==> config.mk <==
export PLATFORM = sky130hd
export DESIGN_NAME = td4_program_loader
export DESIGN_NICKNAME = d
export VERILOG_FILES = /design/src/rtl/td4_pkg.sv /design/src/rtl/td4_sync_edge.sv /design/src/rtl/td4_program_loader.sv
export SDC_FILE = /design/constraint.sdc
export NUM_CORES = 1
export LEC_CHECK = 0
export CAP_MARGIN = 25
export CORE_AREA = 2 2 67 69
export DETAILED_ROUTE_END_ITERATION = 10
export DIE_AREA = 0 0 69 71
export PLACE_DENSITY = 0.71
export SETUP_SLACK_MARGIN = 0.1
export SKIP_LAST_GASP = 1
export SYNTH_ARGS = -nofsm -noshare
export SYNTH_HDL_FRONTEND = slang
export SYNTH_HIERARCHICAL = 1
export SYNTH_SLANG_ARGS = --single-unit
==> constraint.sdc <==
create_clock -name clk -period 2.4 [get_ports clk]
set_input_delay 0.48 -clock clk [delete_from_list [all_inputs] [get_ports clk]]
set_output_delay 0.48 -clock clk [all_outputs]
set_load 0.02 [all_outputs]
==> src/rtl/td4_pkg.sv <==
// Shared TD4 definitions: memory geometry, loader state encoding and the
// instruction word field slices.
package td4_pkg;

  localparam int TD4_ADDR_BITS = 4;
  localparam int TD4_WORD_BITS = 8;
  localparam int TD4_WORDS     = 16;

  // Instruction word = {immediate[3:0], opcode[3:0]}
  localparam int IMM_MSB = 7;
  localparam int IMM_LSB = 4;
  localparam int OP_MSB  = 3;
  localparam int OP_LSB  = 0;

  typedef enum logic [1:0] {
    LD_IDLE  = 2'd0,
    LD_SHIFT = 2'd1,
    LD_WRITE = 2'd2,
    LD_DONE  = 2'd3
  } ld_state_t;

  function automatic logic [3:0] word_imm(input logic [TD4_WORD_BITS-1:0] w);
    return w[IMM_MSB:IMM_LSB];
  endfunction

  function automatic logic [3:0] word_op(input logic [TD4_WORD_BITS-1:0] w);
    return w[OP_MSB:OP_LSB];
  endfunction

endpackage

==> src/rtl/td4_sync_edge.sv <==
// Multi-flop synchronizer for a slow asynchronous pin, followed by one
// history flop so rising and falling edges of the synchronized level can be
// flagged for a single clk.
module td4_sync_edge #(
  parameter int STAGES = 2
) (
  input  logic clk,
  input  logic rst_n,
  input  logic d,
  output logic q,
  output logic rise,
  output logic fall
);

  logic [STAGES-1:0] sync_r;
  logic              prev_r;

  // Shift the pin through the synchronizer chain and keep the last level.
  always_ff @(posedge clk or negedge rst_n) begin
    if (!rst_n) begin
      sync_r <= '0;
      prev_r <= 1'b0;
    end else begin
      sync_r <= {sync_r[STAGES-2:0], d};
      prev_r <= sync_r[STAGES-1];
    end
  end

  assign q    = sync_r[STAGES-1];
  assign rise = q & ~prev_r;
  assign fall = ~q & prev_r;

endmodule

==> src/rtl/td4_program_loader.sv <==
// Serial program loader for the 16x8 TD4 program memory. Three slow pins
// (ld_mode, ld_sck, ld_sdi) deliver MSB-first 8-bit words which are written
// to consecutive addresses starting at 0 while the CPU is held halted.
// Leaving load mode releases the CPU and requests a restart.
//
// Write port contract: mem_write is a single-cycle strobe with no
// back-pressure; mem_address/mem_opcode/mem_immediate are valid in the same
// cycle and hold their last values afterwards.
module td4_program_loader
  import td4_pkg::*;
#(
  parameter int SYNC_STAGES = 2,
  parameter int WORDS       = TD4_WORDS,
  parameter int ADDR_BITS   = TD4_ADDR_BITS
) (
  input  logic                 clk,
  input  logic                 rst_n,
  input  logic                 ld_mode,
  input  logic                 ld_sck,
  input  logic                 ld_sdi,
  output logic [ADDR_BITS-1:0] mem_address,
  output logic [3:0]           mem_opcode,
  output logic [3:0]           mem_immediate,
  output logic                 mem_write,
  output logic                 cpu_halt,
  output logic                 cpu_restart,
  output logic                 load_complete,
  output logic [1:0]           dbg_state
);

  localparam logic [ADDR_BITS:0] LAST_WORD = (ADDR_BITS+1)'(WORDS-1);
  localparam logic [ADDR_BITS:0] CNT_ONE   = (ADDR_BITS+1)'(1);

  logic mode_q, mode_rise, mode_fall;
  logic sck_q, sck_rise, sck_fall;
  logic sdi_q, sdi_rise, sdi_fall;

  td4_sync_edge #(.STAGES(SYNC_STAGES)) u_sync_mode (
    .clk(clk), .rst_n(rst_n), .d(ld_mode),
    .q(mode_q), .rise(mode_rise), .fall(mode_fall)
  );

  td4_sync_edge #(.STAGES(SYNC_STAGES)) u_sync_sck (
    .clk(clk), .rst_n(rst_n), .d(ld_sck),
    .q(sck_q), .rise(sck_rise), .fall(sck_fall)
  );

  td4_sync_edge #(.STAGES(SYNC_STAGES)) u_sync_sdi (
    .clk(clk), .rst_n(rst_n), .d(ld_sdi),
    .q(sdi_q), .rise(sdi_rise), .fall(sdi_fall)
  );

  // Only the mode level/rise, the sck rise and the sdi level drive the FSM.
  logic unused_edges;
  assign unused_edges = ^{mode_fall, sck_q, sck_fall, sdi_rise, sdi_fall};

  ld_state_t              state;
  logic [TD4_WORD_BITS-1:0] shreg;
  logic [3:0]             bitcnt;
  logic [ADDR_BITS:0]     wcnt;

  assign dbg_state = state;

  // Loader FSM with shifter, counters and all registered outputs.
  always_ff @(posedge clk or negedge rst_n) begin
    if (!rst_n) begin
      state         <= LD_IDLE;
      shreg         <= '0;
      bitcnt        <= '0;
      wcnt          <= '0;
      mem_address   <= '0;
      mem_opcode    <= '0;
      mem_immediate <= '0;
      mem_write     <= 1'b0;
      cpu_halt      <= 1'b0;
      cpu_restart   <= 1'b0;
      load_complete <= 1'b0;
    end else begin
      mem_write   <= 1'b0;
      cpu_restart <= 1'b0;
      case (state)
        LD_IDLE: begin
          if (mode_rise) begin
            state         <= LD_SHIFT;
            cpu_halt      <= 1'b1;
            wcnt          <= '0;
            bitcnt        <= '0;
            load_complete <= 1'b0;
          end
        end
        LD_SHIFT: begin
          if (!mode_q) begin
            // Partial word is dropped; written words stay in memory.
            state       <= LD_IDLE;
            cpu_halt    <= 1'b0;
            cpu_restart <= 1'b1;
          end else if (bitcnt == 4'd8) begin
            state         <= LD_WRITE;
            mem_write     <= 1'b1;
            mem_address   <= wcnt[ADDR_BITS-1:0];
            mem_opcode    <= word_op(shreg);
            mem_immediate <= word_imm(shreg);
          end else if (sck_rise) begin
            shreg  <= {shreg[TD4_WORD_BITS-2:0], sdi_q};
            bitcnt <= bitcnt + 4'd1;
          end
        end
        LD_WRITE: begin
          // The strobe issued on entry completes regardless of mode.
          wcnt   <= wcnt + CNT_ONE;
          bitcnt <= '0;
          if (wcnt == LAST_WORD) begin
            load_complete <= 1'b1;
          end
          if (!mode_q) begin
            state       <= LD_IDLE;
            cpu_halt    <= 1'b0;
            cpu_restart <= 1'b1;
          end else if (wcnt == LAST_WORD) begin
            state <= LD_DONE;
          end else begin
            state <= LD_SHIFT;
            // An sck edge landing here is the first bit of the next word.
            if (sck_rise) begin
              shreg  <= {shreg[TD4_WORD_BITS-2:0], sdi_q};
              bitcnt <= 4'd1;
            end
          end
        end
        LD_DONE: begin
          if (!mode_q) begin
            state       <= LD_IDLE;
            cpu_halt    <= 1'b0;
            cpu_restart <= 1'b1;
          end
        end
        default: begin
          state <= LD_IDLE;
        end
      endcase
    end
  end

endmodule

==> results by group <==
Detailed routing
  – Wire length on met2: 1850 um
  – Wire length on met3: 136 um
  – Met1 wire length: 1640 um
  – Detailed-route DRC error count: 0
  – DR top layer: met4
  – Post-DR vias/cell: roughly 5.5
  – Pre-Repair DR Iteration Count: 4
  – WL final: between 3000 and 4000 um
  – Post-route ant nets: 0
  – Wire per inst: 15.3 um
  – First DRT Iteration DRCs: 80
  – Total vias in the final route: 1316

Placement
  – Buffers added on ports: 22
  – Half-perimeter wire length after placement: 2500 um
  – Routability cong.: 0.813

Clock tree
  – Clock tree sinks: 43
  – TritonCTS Buffers: 5
  – Clock latency on the worst-skew pair: 290 ps
  – Worst-case clock buffer depth: 2
  – Number of H-tree levels: 2
  – Hold-fix buffers at CTS: 0
  – Clock tree root buffer cell: clkbuf_8
  – Clk pin slew, worst setup/hold paths: 80 ps
  – CTS tree: built

Floorplan
  – Die W: 69 um
  – Effective utilization at floorplan: between 40% and 50%
  – Number of cell rows: 24
  – Core region area: 4200 um^2
  – Count of pins on the block boundary: 23
  – Die Area: 4900 um^2
  – Die extent in y: 71 um

Power
  – Power density cells: roughly 860 nW/um^2
  – Reported leakage power: 1.10 nW
  – Final Total Pwr: 2.04 mW
  – Largest vdd supply drop: between 500 and 600 uV

Cells and area
  – Share of post-route cells with drive strength above 1: 25.4%
  – Ant. Diodes: 0
  – # nets final: 201
  – Area added between synthesis and finish: 19.9%
  – Fill cell total of the finished layout: 362

Setup path
  – Largest fanout on the critical path: 8
  – Endpoint arrival time on the critical path: approximately 2400 ps
  – Crit path required time: 2580 ps
  – Worst setup path category: flop to flop
  – Count of cells along the worst register-to-register path: 7
  – Endpoint kind of the worst setup timing path: flop
  – Setup slack, reg-to-reg: 200 ps
  – Launching element type of the critical path: flop

Timing
  – Final cycle utilization of the critical path: about 92%
  – Number of slew-limit violations in the final report: 0
  – Least-Margin Pin Slew: 443 ps
  – Clock tree skew after final layout: approximately 4.5 ps
  – Crit path time final: between 2000 and 2500 ps
  – Count of final hold-check violations: 0
  – RSZ-0062 raised after global routing: no
  – Highest Clock Rate: 455 MHz
  – Headroom to the max-slew limit: roughly 70%
  – Total of endpoints with negative setup slack in the final report: 0
  – Aggregate negative setup slack: 0 ps

Global route
  – First-pass GRT wire length: 6320 um
  – Via count of the first global-routing pass: between 1000 and 1500
  – Largest net degree at the start of global routing: 25
  – Combined global-route utilization of all metal layers: 16.1%
  – Antenna violations before repair: 0
  – Global route total overflow: 0

Outcome
  – Status: completed

Synth
  – Netlist area before placement: 1980 um^2
  – Count of mapped cells out of synthesis: 157
  – Post-synth net total: 170
  – Synthesized area per cell: 12.6 um^2
  – Yosys Warn Count: 6

Job
  – Max-cap violations: 0

Min path
  – Classification of the worst-slack hold path: input pin to async pin
## through the flow
stage	setup WS (ps)	hold WS, ps	area [um^2]	std cells	util (%)
floorplan	253	184	1980	157	-
CTS	160	130	2340	238	55.7
finish	204	121	2370	241	56.3
detailed placement	28.0	338	2250	230	53.5
global route	115	148	2370	241	56.3
global placement	86.1	336	2250	230	53.5
## state kept, by name, summed over array words and instances (netlist names)
signal              cells
shreg                   8
wcnt                    5
u_sync_sdi/sync_r       2
bitcnt                  4
mem_opcode              4
mem_immediate           4
dbg_state               2
u_sync_sck/prev_r       1
cpu_halt                1
cpu_restart             1
u_sync_mode/prev_r      1
u_sync_sck/sync_r       2
mem_write               1
u_sync_mode/sync_r      2
load_complete           1
mem_address             4
## worst max-delay path: stages, from the launching register on
cell	delay [ps]
dfrtp_1	400
ha_2	200
and3_1	180
ha_2	180
and2b_1	220
mux2i_1	80
or3_4	500
mux2_4	330
## power by group
part	leakage [nW]	internal [mW]	switching [mW]
logic	0.495	0.334	0.334
clock network	0.0412	0.203	0.243
registers	0.569	0.831	0.0964
## path summary, 6_finish.rpt
| path | startpoint | to |
|---|---|---|
| max | wcnt[1]$_DFFE_PN0P_ | shreg[2]$_DFFE_PN0P_ |
| min | rst_n | dbg_state[1]$_DFFE_PN0P_ |
| max reg2reg | wcnt[1]$_DFFE_PN0P_ | shreg[2]$_DFFE_PN0P_ |
| min reg2reg | u_sync_sdi/sync_r[0]$_DFF_PN0_ | u_sync_sdi/sync_r[1]$_DFF_PN0_ |
| max in group asynchronous | rst_n | shreg[2]$_DFFE_PN0P_ |
| min in group clk | u_sync_sdi/sync_r[0]$_DFF_PN0_ | u_sync_sdi/sync_r[1]$_DFF_PN0_ |
## cells in the final DEF (no fill, tap or decap), drive strengths merged, types with 2 or more instances in the layout
cell,instances
and3,2
mux2i,2
ha,8
o21ai,9
nand3b,2
clkdlybuf4s50,21
a21oi,9
nor2b,3
buf,11
clkbuf,6
dfrtp,43
a211o,2
nand2,5
nand3,6
mux2,20
a21o,2
nor3,3
inv,7
nor2,7
## area by class of cell
class	count	area (um^2)	share of cell area, %
clock buffers	6	72.6	3.06
clock inverters	2	12.5	0.528
inverters	7	26.3	1.11
multi-input cells	99	826	34.9
flip-flops and latches	43	1080	45.4
well taps	52	65.1	2.75
repair buffers	32	290	12.3
## metal layers
layer | GRT usage (%) | vias to the layer above
li1 | - | 620
met1 | 19.7 | 660
met2 | 27.5 | 29
met3 | 3.42 | 7
met4 | 7.41 | 0
met5 | 0 | -
## repair_timing
action / in CTS / in global routing
gates cloned: 0 / 0
endpoints found under the setup margin: 8 / 8
buffers inserted: 0 / 3
pin swaps: 0 / 1
endpoints found under the hold margin: 0 / 0
resized for setup: 1 / 2
No activity file was read; power rests on OpenSTA's default activity.
